==> src/rtl/cpu_ctrl_pkg.sv <==
// rtl/cpu_ctrl_pkg.sv - opcode, phase and control-bundle definitions for cpu_ctrl
//
// Package cpu_pkg: opcode width, opcode constants OP_HLT..OP_JMP, phase
// constants S0..S7, the packed control bundle and an ALU-class helper.
package cpu_pkg;

    localparam int OP_W = 3;

    localparam logic [2:0] OP_HLT = 3'd0;
    localparam logic [2:0] OP_SKZ = 3'd1;
    localparam logic [2:0] OP_ADD = 3'd2;
    localparam logic [2:0] OP_AND = 3'd3;
    localparam logic [2:0] OP_XOR = 3'd4;
    localparam logic [2:0] OP_LDA = 3'd5;
    localparam logic [2:0] OP_STO = 3'd6;
    localparam logic [2:0] OP_JMP = 3'd7;

    localparam logic [2:0] S0 = 3'd0;
    localparam logic [2:0] S1 = 3'd1;
    localparam logic [2:0] S2 = 3'd2;
    localparam logic [2:0] S3 = 3'd3;
    localparam logic [2:0] S4 = 3'd4;
    localparam logic [2:0] S5 = 3'd5;
    localparam logic [2:0] S6 = 3'd6;
    localparam logic [2:0] S7 = 3'd7;

    // Bit order matches the output register concatenation in cpu_ctrl.
    typedef struct packed {
        logic halt;
        logic inc_pc;
        logic load_pc;
        logic load_acc;
        logic load_ir;
        logic rd;
        logic wr;
        logic datactl_ena;
    } ctrl_t;

    function automatic logic is_alu(input logic [2:0] op);
        return (op == OP_ADD) || (op == OP_AND) || (op == OP_XOR) || (op == OP_LDA);
    endfunction

endpackage

==> src/rtl/cpu_ctrl_decode.sv <==
// rtl/cpu_ctrl_decode.sv - combinational phase/opcode decode into datapath controls
//
// Ports:
//   next_state  in  3  phase the controls are being prepared for
//   opcode      in  3  instruction opcode
//   zero        in  1  accumulator-is-zero flag
//   ctrl        out    decoded control bundle (ctrl_t)
module cpu_ctrl_decode
    import cpu_pkg::*;
(
    input  logic [2:0] next_state,
    input  logic [2:0] opcode,
    input  logic       zero,
    output ctrl_t      ctrl
);

    logic alu;
    logic skip;

    always_comb begin
        ctrl = '0;
        alu  = is_alu(opcode);
        skip = (opcode == OP_SKZ) && zero;
        case (next_state)
            S0, S1: begin
                ctrl.rd      = 1'b1;
                ctrl.load_ir = 1'b1;
                ctrl.inc_pc  = 1'b1;
            end
            S3: begin
                // An unknown opcode falls to the inc_pc branch, so the FSM never stalls.
                if (opcode == OP_HLT) ctrl.halt   = 1'b1;
                else                  ctrl.inc_pc = 1'b1;
            end
            S4: begin
                if (alu)                    ctrl.rd          = 1'b1;
                else if (opcode == OP_STO)  ctrl.datactl_ena = 1'b1;
                else if (opcode == OP_JMP)  ctrl.load_pc     = 1'b1;
            end
            S5: begin
                if (alu) begin
                    ctrl.rd       = 1'b1;
                    ctrl.load_acc = 1'b1;
                end else if (opcode == OP_STO) begin
                    ctrl.datactl_ena = 1'b1;
                    ctrl.wr          = 1'b1;
                end else if (opcode == OP_JMP) begin
                    ctrl.load_pc = 1'b1;
                end else if (skip) begin
                    ctrl.inc_pc = 1'b1;
                end
            end
            S6: begin
                if (opcode == OP_STO) ctrl.datactl_ena = 1'b1;
            end
            S7: begin
                if (skip) ctrl.inc_pc = 1'b1;
            end
            default: ;
        endcase
    end

endmodule

==> src/rtl/cpu_ctrl.sv <==
// rtl/cpu_ctrl.sv - eight-phase CPU sequencer with registered datapath controls
//
// Ports:
//   clk, rst           clock, asynchronous active-high reset
//   fetch              fetch-phase strobe; first high sample enables the sequencer
//   opcode [OP_W]      instruction opcode
//   zero               accumulator-is-zero flag
//   inc_pc, load_pc, load_acc, load_ir, rd, wr, datactl_ena   registered controls
//   halt               sticky halt
//   state [3]          current phase S0..S7
module cpu_ctrl #(
    parameter int OP_W = cpu_pkg::OP_W
) (
    input  logic            clk,
    input  logic            rst,
    input  logic            fetch,
    input  logic [OP_W-1:0] opcode,
    input  logic            zero,
    output logic            inc_pc,
    output logic            load_pc,
    output logic            load_acc,
    output logic            load_ir,
    output logic            rd,
    output logic            wr,
    output logic            datactl_ena,
    output logic            halt,
    output logic [2:0]      state
);
    import cpu_pkg::*;

    logic       ena;
    logic       ena_next;
    logic [2:0] next_state;
    ctrl_t      dec;

    assign ena_next = ena | fetch;

    // The enabling edge itself keeps state at S0 but already loads the S0
    // controls, so the first cycle with ena set is a full S0.
    assign next_state = (ena && !halt) ? state + 3'd1 : state;

    cpu_ctrl_decode u_decode (
        .next_state (next_state),
        .opcode     (opcode),
        .zero       (zero),
        .ctrl       (dec)
    );

    always_ff @(posedge clk or posedge rst) begin
        if (rst) begin
            ena         <= 1'b0;
            state       <= S0;
            halt        <= 1'b0;
            inc_pc      <= 1'b0;
            load_pc     <= 1'b0;
            load_acc    <= 1'b0;
            load_ir     <= 1'b0;
            rd          <= 1'b0;
            wr          <= 1'b0;
            datactl_ena <= 1'b0;
        end else if (!halt) begin
            // Once halted, everything freezes: state at S3, halt high, the
            // remaining controls already low from the S3 HLT decode.
            ena   <= ena_next;
            state <= next_state;
            {halt, inc_pc, load_pc, load_acc, load_ir, rd, wr, datactl_ena}
                <= ena_next ? dec : ctrl_t'('0);
        end
    end

endmodule

==> config.mk <==
export PLATFORM = sky130hd
export DESIGN_NAME = cpu_ctrl
export DESIGN_NICKNAME = d
export VERILOG_FILES = /design/src/rtl/cpu_ctrl_pkg.sv /design/src/rtl/cpu_ctrl_decode.sv /design/src/rtl/cpu_ctrl.sv
export SDC_FILE = /design/constraint.sdc
export NUM_CORES = 1
export LEC_CHECK = 0
export BUFFER_PORTS_ARGS = -buffer_cell sky130_fd_sc_hd__buf_2
export CORE_UTILIZATION = 26
export DETAILED_ROUTE_END_ITERATION = 8
export GPL_TIMING_DRIVEN = 1
export RECOVER_POWER = 100
export SETUP_SLACK_MARGIN = 0.1
export SLEW_MARGIN = 10
export SYNTH_ARGS = -nofsm -noshare
export SYNTH_HDL_FRONTEND = slang
export SYNTH_SLANG_ARGS = --single-unit
==> constraint.sdc <==
create_clock -name clk -period 2.15 [get_ports clk]
set_input_delay 0.215 -clock clk [delete_from_list [all_inputs] [get_ports clk]]
set_output_delay 0.215 -clock clk [all_outputs]
set_load 0.05 [all_outputs]
==> flow_summary_export.csv, run 1 <==
group,metric,value,unit
status,status,"finished clean",
clock_network,post_cts_resized,0,
logic_synthesis,synth_edf_count,0,
cells_and_area,final_nets,85,
logic_synthesis,ys.flop_type,"dfrtp_1",
logic_synthesis,ys_warn_count,0,
worst_setup_path,r2r-start,"halt",
drt,wl_per_cell,12.46,um
timing,rsz0062_at_grt,"no",
placement,dpl.hpwl,969.2,um
logic_synthesis,async_reset_ff_frac,1.000,
cells_and_area,drive_gt1_frac,0.1842,
timing,finalHoldViolCount,0,
pwr,leakage,0.3580,nW
pwr,powerDensity,575.3,nW/um^2
pwr,ir_drop,212.2,uV
die,die_area,2556,sq um
logic_synthesis,synth-simple-area-share,0.1816,
worst_setup_path,crit_chain,"nor2b_4, mux2i_1, clkinv_1, or2_0, o21ai_1",
drt,vias,475,
drt,drt_iter0_markers,5,
worst_hold_path,hold_path.class,"primary input to flop",
grt,antenna_found_initial,0,
drt,drc,0,
logic_synthesis,syn-num-nets,63,
timing,setup_viol,0,
clock_network,cts.clk_slew.worst_paths,80,ps
clock_network,cts_buffer_depth,2,
cells_and_area,area_delta_synth_final,20.41,%
logic_synthesis,synth_compound_area_frac,0.1673,
logic_synthesis,synth_top_family_by_area,"simple AND/OR/NAND/NOR gates",
grt,grt_max_degree,14,
clock_network,cts_setup_buffers,0,
grt,grt_pass1_wl,2180,um
cells_and_area,final_cell_mix,"dfrtp_1 (12), clkbuf_1 (11), nand2_1 (6), buf_2 (6)",
worst_setup_path,cp-endpoint,"load_ir",
logic_synthesis,ys_seq_area_frac,0.4898,
worst_setup_path,worstPathRequired,2350,ps
worst_setup_path,startpoint,"halt",
worst_setup_path,reg2reg_to,"load_ir",
grt,track_usage,0.1213,
worst_setup_path,slowest_stage,"dfrtp_1",
logic_synthesis,yosys.area_share.xor_xnor,0.08163,
worst_setup_path,critPathKind,"flop to flop",
die,core_area,2212,sq um
logic_synthesis,synthMuxAreaShare,0.02245,
clock_network,holdBufCountCts,1,
timing,timing.fmax,0.5635,GHz
drt,drt-pass1-iter-count,2,
logic_synthesis,synth_seq_cells,12,
clock_network,numCtsBuffers,3,
job,cap_violations,0,
worst_setup_path,start_kind,"flop",
worst_setup_path,rr_worst_depth,5,
worst_setup_path,r2r_slack,380,ps
worst_setup_path,endpoint_kind,"flop",
die,fp-row-count,17,
timing,holdWs,182.0,ps
clock_network,htree_levels,1,
timing,maxSlewViolCount,0,
clock_network,ctsRootBufferMaster,"clkbuf_4",
cells_and_area,finalCoreUtilization,0.3337,
drt,vias_per_cell,4.567,
logic_synthesis,avgSynthCellArea,11.15,sq um
drt,ant_nets,0,
timing,fin_tns_setup,0,ps
logic_synthesis,ys_types,30,
clock_network,cts_tree,"yes",
cells_and_area,layout_commonest_cell,"dfrtp_1",
timing,post-route-period-util,0.8254,
grt,grt_pass1_vias,459,
placement,place.gp.congestion,0.7587,
cells_and_area,fillers,249,
die,die_h,50.56,um
cells_and_area,n_antenna_cell,0,
die,start_util,0.2771,
worst_setup_path,worst_ep_arrival_time,1980,ps
placement,numPortBuffers,17,
clock_network,clk_latency,270,ps
timing,worstMarginPinSlew,609.8,ps
timing,period_needed,1775,ps
worst_hold_path,min_from,"fetch",
die,die_x,50.56,um
timing,relSlewSlack,0.5952,
worst_setup_path,max_stage_delay,530,ps
logic_synthesis,syn_inst,55,
drt,wl,1296,um
timing,skew,2.744,ps
clock_network,cts.sinks,12,
worst_setup_path,cp_max_fo,13,
logic_synthesis,synthAdderAreaFrac,0.02041,
logic_synthesis,netlist_area,613.1,sq um
grt,overflow,0,
die,num_io_pins,18,
-- routing by layer --
metal  global-route usage  vias up  wire (um)
li1                     -      237          -
met1               0.1660      220        664
met2               0.1578       14        529
met3              0.03030        4         61
met4              0.09722        0         41
met5                    0        -          0
-- stage by stage --
step	area [sq um]	setup slack, ps	instances	power (mW)
global placement	725.7	558.8	99	0.2474
finish	738.2	375.5	104	0.4247
CTS	772.0	508.4	104	0.4314
floorplan	613.1	406.6	55	0.2373
global route	738.2	201.9	104	0.4495
detailed placement	725.7	518.0	99	0.2482
-- synth_stat cells, types with 2 or more instances --
master   count  share of area
nor2_1       3          0.018
o21ai_1      3          0.024
a32o_1       2          0.033
xor2_2       2          0.053
dfrtp_1     12           0.49
a21oi_1      2          0.016
nand2_1      6          0.037
inv_1        3          0.018
-- sequential cells by signal (all words and copies together) (netlist names) --
name	flops
datactl_ena	1
state	3
ena	1
halt	1
load_ir	1
rd	1
wr	1
load_pc	1
inc_pc	1
load_acc	1
-- where the power goes --
group	switching (mW)	internal (mW)	total, mW
clock network	0.0773	0.103	0.180
logic	0.0119	0.00708	0.0190
registers	0	0.225	0.225
-- how the worst min path moves through the flow --
| stage | to | slack (ps) | cells past startpoint |
|---|---|---|---|
| 6_report | ena | 180 | 2 |
| 5_1_grt | ena | 190 | 2 |
| 4_1_cts | ena | 180 | 2 |
| 3_5_place_dp | ena | 260 | 2 |
| 3_3_place_gp | rd | 250 | 2 |
| 2_1_floorplan | datactl_ena | 80 | 1 |
-- cell type report --
| type | count | area, sq um | area share |
|---|---|---|---|
| inverter | 4 | 15.01 | 0.02034 |
| clock buffer | 4 | 36.28 | 0.04915 |
| tap | 28 | 35.03 | 0.04746 |
| sequential | 12 | 300.3 | 0.4068 |
| timing repair buffer | 18 | 81.33 | 0.1102 |
| multi-input combinational | 38 | 270.3 | 0.3661 |
-- critical path: cells and delay by family (launching register included) --
family                 cells  cell delay, ps
buffers and inverters      1             190
flip-flops                 1             530
multiplexers               1             300
AND/OR/NAND/NOR            2             520
AO/OA/AOI/OAI              1             160
-- kinds of logic after synthesis --
kind of cell    count (synthesis)
xor+xnor                        4
compound gates                 14
buf+inv                         5
flops                          12
mux                             1
simple gates                   18
fa+ha+maj                       1
(Power assumes the default switching activity.)
==> run 2: changes to the inputs <==
- clock period: 2.15 -> 1.7 ns (I/O delays scaled with it)
==> run 2 against run 1 <==
Sequential share of layout area shrank 2.5 points. Via count grew 8.0%. Critical path depth is the same. Highest routed layer unchanged. Largest cell class unchanged. Critical path type unchanged. Combinational power grew 22%. Clock skew shrank 2.0 ps. Sequential power grew 27%. Sequential cell count is the same. Wire length shrank 3.5%. Utilization grew 2.6 points. Hold slack lost 53 ps. Final area grew 7.8%. Fmax grew 14%.
==> flow_summary_export.csv, run 2 (synthesized netlist as in run 1, its figures left out) <==
group,metric,value,unit
grt,antenna_found_initial,0,
grt,track_usage,0.1151,
drt,drt-pass1-iter-count,2,
die,die_area,2556,sq um
grt,grt_pass1_vias,496,
timing,maxSlewViolCount,0,
worst_setup_path,reg2reg_to,"inc_pc",
die,start_util,0.2771,
die,die_x,50.56,um
cells_and_area,drive_gt1_frac,0.3086,
grt,grt_pass1_wl,2180,um
drt,wl,1251,um
clock_network,cts_tree,"yes",
timing,setup_viol,0,
worst_setup_path,r2r-start,"halt",
worst_hold_path,hold-path-cell-count,2,
timing,finalHoldViolCount,0,
job,cap_violations,0,
worst_setup_path,critPathKind,"flop to flop",
cells_and_area,fillers,244,
drt,vias,513,
worst_setup_path,cp_max_fo,10,
pwr,ir_drop,442.3,uV
worst_setup_path,r2r_slack,140,ps
clock_network,htree_levels,1,
cells_and_area,final_nets,90,
drt,ant_nets,0,
timing,worstMarginPinSlew,598.3,ps
worst_setup_path,worst_ep_arrival_time,1740,ps
cells_and_area,largest_reg_flops,3,
worst_setup_path,rr_worst_depth,5,
clock_network,numCtsBuffers,3,
die,num_io_pins,18,
cells_and_area,largest-register,"state",
placement,place.gp.congestion,0.7204,
grt,overflow,0,
placement,detailedPlace.worstSlack,149.9,ps
clock_network,cts.clk_slew.worst_paths,70,ps
worst_setup_path,slowest_stage,"dfrtp_2",
clock_network,cts_buffer_depth,2,
worst_setup_path,worstPathRequired,1880,ps
placement,numPortBuffers,17,
drt,drc,0,
cells_and_area,n_antenna_cell,0,
timing,period_needed,1559,ps
timing,fin_ws,141.4,ps
clock_network,ctsRootBufferMaster,"clkbuf_4",
die,fp-row-count,17,
worst_hold_path,hold_path_end,"ena",
worst_setup_path,crit_chain,"clkbuf_1, o21bai_1, nor4_1, a22oi_1, o31ai_1",
pwr,powerDensity,670.4,nW/um^2
pwr,power.total,0.5335,mW
timing,skew,0.7097,ps
die,die_h,50.56,um
drt,vias_per_cell,4.706,
cells_and_area,final_cell_mix,"clkbuf_1 (11), dfrtp_1 (9), buf_2 (7)",
pwr,leakage,0.3861,nW
cells_and_area,finalCoreUtilization,0.3597,
timing,rsz0062_at_grt,"yes",
timing,timing.fmax,0.6416,GHz
worst_hold_path,hold_path.class,"primary input to flop",
clock_network,clk_latency,270,ps
drt,drt_iter0_markers,1,
cells_and_area,area_delta_synth_final,29.80,%
drt,wl_per_cell,11.48,um
worst_setup_path,max_stage_delay,440,ps
worst_setup_path,endpoint_kind,"flop",
status,status,"finished clean",
worst_setup_path,start_kind,"flop",
worst_hold_path,min_from,"fetch",
die,core_area,2212,sq um
clock_network,cts.sinks,12,
timing,post-route-period-util,0.9168,
timing,fin_tns_setup,0,ps
timing,holdWs,128.9,ps
timing,relSlewSlack,0.6028,
cells_and_area,layout_commonest_cell,"clkbuf_1",
grt,grt_max_degree,13,
==> run 2: per-stage QoR <==
stage	area [sq um]	instances
floorplan	616.8	55
global placement	744.5	101
detailed placement	744.5	101
CTS	790.8	106
global route	795.8	109
finish	795.8	109
==> run 2: worst max-delay path: cells and delay by family, from the launching register on <==
| kind | cells | cell delay [ps] |
|---|---|---|
| DFF | 1 | 440 |
| and+or+nand+nor | 1 | 290 |
| AOI/OAI and AO/OA | 3 | 500 |
| buffers and inverters | 1 | 230 |
==> run 2: metal layers <==
metal | wire (um) | vias up | track usage
met5 | 0 | - | 0
met4 | 34 | 0 | 0.06944
met3 | 69 | 5 | 0.02727
met2 | 578 | 15 | 0.1689
met1 | 569 | 246 | 0.1517
li1 | - | 247 | -
==> run 2: layout make-up <==
class / instances / area [sq um] / share of cell area
Sequential cell: 12 / 304.0 / 0.3821
Multi-Input combinational cell: 38 / 289.0 / 0.3632
Timing Repair Buffer: 23 / 116.4 / 0.1462
Clock buffer: 4 / 36.28 / 0.04560
Tap cell: 28 / 35.03 / 0.04403
Inverter: 4 / 15.01 / 0.01887
==> run 2: what timing repair did <==
| action | in CTS | in global routing |
|---|---|---|
| buffers inserted | 0 | 3 |
| hold buffers | 1 | 0 |
| resized for setup | 0 | 2 |
| hold endpoints to repair | 12 | 0 |
| setup endpoints to repair | 0 | 4 |
==> run 2: how the worst max path moves through the flow <==
stage	slack, ps	startpoint	cells past startpoint	end
2_1_floorplan	120	state[0]	5	load_ir
3_3_place_gp	180	state[0]	5	load_pc
3_5_place_dp	150	state[0]	5	load_ir
4_1_cts	130	state[0]	5	load_pc
5_1_grt	60	halt	5	inc_pc
6_report	140	halt	5	inc_pc
==> run 2: power by group <==
group	leakage (nW)	internal [mW]	switching, mW	total [mW]
sequential	0.143	0.285	0	0.285
clock	0.0210	0.130	0.0949	0.225
combinational	0.222	0.00894	0.0142	0.0231
total	0.386	0.424	0.109	0.533
==> run 3: changes to the inputs <==
- CELL_PAD_IN_SITES_DETAIL_PLACEMENT: unset -> 0
- CELL_PAD_IN_SITES_GLOBAL_PLACEMENT: unset -> 1
- CORE_UTILIZATION: 26 -> 37
- PLACE_DENSITY_LB_ADDON: unset -> 0.1
==> run 3 against run 2 <==
Clock power fell by 20%. Critical path type is now flop to output pin. Via count fell by 3.7%. Final area fell by 1.6%. Critical endpoint is now halt. Wire length rose by 0.40%. First-iteration DRC count rose to 6.0 times the previous value. Largest power group unchanged.
==> flow_summary_export.csv, run 3 (synthesized netlist as in run 1, its figures left out) <==
group,metric,value,unit
status,status,"finished clean",
worst_setup_path,r2r_slack,180,ps
cells_and_area,area_delta_synth_final,27.76,%
clock_network,ctsRootBufferMaster,"clkbuf_4",
worst_setup_path,worst_ep_arrival_time,1360,ps
worst_setup_path,cp-endpoint,"halt",
timing,post-route-period-util,0.8980,
placement,dp_cells,89,
worst_hold_path,hold_path.class,"primary input to flop",
worst_setup_path,startpoint,"halt",
timing,finalHoldViolCount,0,
timing,period_needed,1527,ps
pwr,ir_drop,364.3,uV
clock_network,cts.sinks,12,
drt,wl,1256,um
grt,grt_max_degree,13,
drt,vias,494,
worst_setup_path,slowest_stage,"buf_1",
timing,timing.fmax,0.6551,GHz
timing,maxSlewViolCount,0,
timing,fin_tns_setup,0,ps
worst_setup_path,r2r-start,"state[0]",
cells_and_area,n_antenna_cell,0,
clock_network,cts_buffer_depth,2,
job,cap_violations,0,
worst_setup_path,rr_worst_depth,5,
placement,numPortBuffers,17,
timing,worstMarginPinSlew,603.3,ps
pwr,combPwrFrac,0.047,
clock_network,htree_levels,1,
cells_and_area,final_cell_mix,"clkbuf_1 (11), dfrtp_1 (10), buf_4 (7)",
die,core_area,1524,sq um
cells_and_area,layout_commonest_cell,"clkbuf_1",
clock_network,clk_latency,270,ps
worst_setup_path,max_stage_delay,460,ps
pwr,switching_share,0.2137,
worst_setup_path,crit_chain,"buf_4, buf_1",
clock_network,cts_tree,"yes",
pwr,seq_power_share,0.583,
pwr,leakage,0.3805,nW
cells_and_area,largest-register,"state",
cells_and_area,finalCoreUtilization,0.5140,
drt,vias_per_cell,4.990,
worst_setup_path,crit_family,"buffers and inverters",
drt,wl_per_cell,12.69,um
worst_setup_path,start_kind,"flop",
cells_and_area,stdcell_count,99,
timing,setup_viol,0,
timing,relSlewSlack,0.5995,
cells_and_area,largest_reg_flops,3,
clock_network,numCtsBuffers,3,
pwr,p_switching,0.1046,mW
worst_setup_path,critPathKind,"flop to output pin",
drt,drt-pass1-iter-count,4,
worst_setup_path,cp_max_fo,6,
worst_setup_path,endpoint_kind,"output pin",
cells_and_area,drive_gt1_frac,0.2651,
die,die_area,1824,sq um
timing,skew,3.053,ps
worst_setup_path,worstPathRequired,1530,ps
die,die_h,42.71,um
drt,drc,0,
die,start_util,0.4023,
placement,dpl.hpwl,959.6,um
timing,rsz0062_at_grt,"no",
die,die_x,42.71,um
drt,drt_iter0_markers,6,
pwr,power.total,0.4893,mW
pwr,powerDensity,624.7,nW/um^2
placement,place.gp.congestion,0.6958,
worst_setup_path,path_depth,2,
drt,ant_nets,0,
worst_setup_path,reg2reg_to,"rd",
grt,antenna_found_initial,0,
grt,track_usage,0.1631,
grt,overflow,0,
pwr,p_int,0.3847,mW
worst_setup_path,crit_buf_inv,2,
grt,grt_pass1_vias,474,
die,num_io_pins,18,
die,fp-row-count,14,
clock_network,cts.clk_slew.worst_paths,70,ps
cells_and_area,final_nets,92,
pwr,p_clk_frac,0.371,
grt,grt_pass1_wl,2201,um
## run 3: cell types whose count changed in the layout (fill, tap and decap cells not counted), sizes merged
cell	change
buf	+3
clkbuf	-1
## run 3: worst min path at each step
| stage | from | depth (start not counted) | slack (ps) | to |
|---|---|---|---|---|
| floorplan | rst | 1 | 30 | datactl_ena |
| global placement | rst | 2 | 200 | ena |
| detailed placement | rst | 2 | 200 | ena |
| CTS | fetch | 2 | 130 | ena |
| global route | fetch | 2 | 160 | ena |
| finish | fetch | 2 | 140 | ena |
## run 3: cell type report
class,count,area (sq um)
Tap cell,16,20.02
Timing Repair Buffer,25,133.9
Fill cell,156,740.7
Sequential cell,12,302.8
Clock buffer,4,26.28
Multi-Input combinational cell,38,285.3
Inverter,4,15.01
## run 3: what timing repair did
item	CTS	global route
hold endpoints to repair	12	0
hold buffers	1	0
buffers inserted	0	5
endpoints found under the setup margin	0	4
gates resized for setup	0	2
## run 3: worst reg2reg max path: cells and delay by family (launching register included)
kind                       cells  cell delay, ps
AOI/OAI and AO/OA              1             160
buffers and inverters          1              80
and+or+nand+nor                1             260
muxes                          1             170
DFF                            1             430
adders and majority gates      1             330
## run 3: through the flow
step | setup WS (ps) | area, sq um | hold WS (ps)
6_report | 173.5 | 783.3 | 136.3
5_1_grt | 58.48 | 783.3 | 158.5
4_1_cts | 126.3 | 765.7 | 130.1
3_5_place_dp | 152.0 | 729.5 | 200.4
3_3_place_gp | 161.1 | 729.5 | 197.5
2_1_floorplan | 122.9 | 616.8 | 34.50
## run 3: power groups by stage
stage                     clock network (mW)  registers (mW)  logic [mW]
after floorplan                            0           0.291     0.00928
after global placement                     0           0.291      0.0220
after detailed placement                   0           0.291      0.0223
after CTS                              0.187           0.285      0.0240
after global routing                   0.197           0.285      0.0269
final                                  0.181           0.285      0.0229
## run 3: layer usage
metal,vias to the layer above,wire length (um),track usage
li1,252,-,-
met1,231,610,0.2410
met2,9,595,0.2333
met3,2,40,0.02553
met4,0,10,0.07500
met5,-,0,0
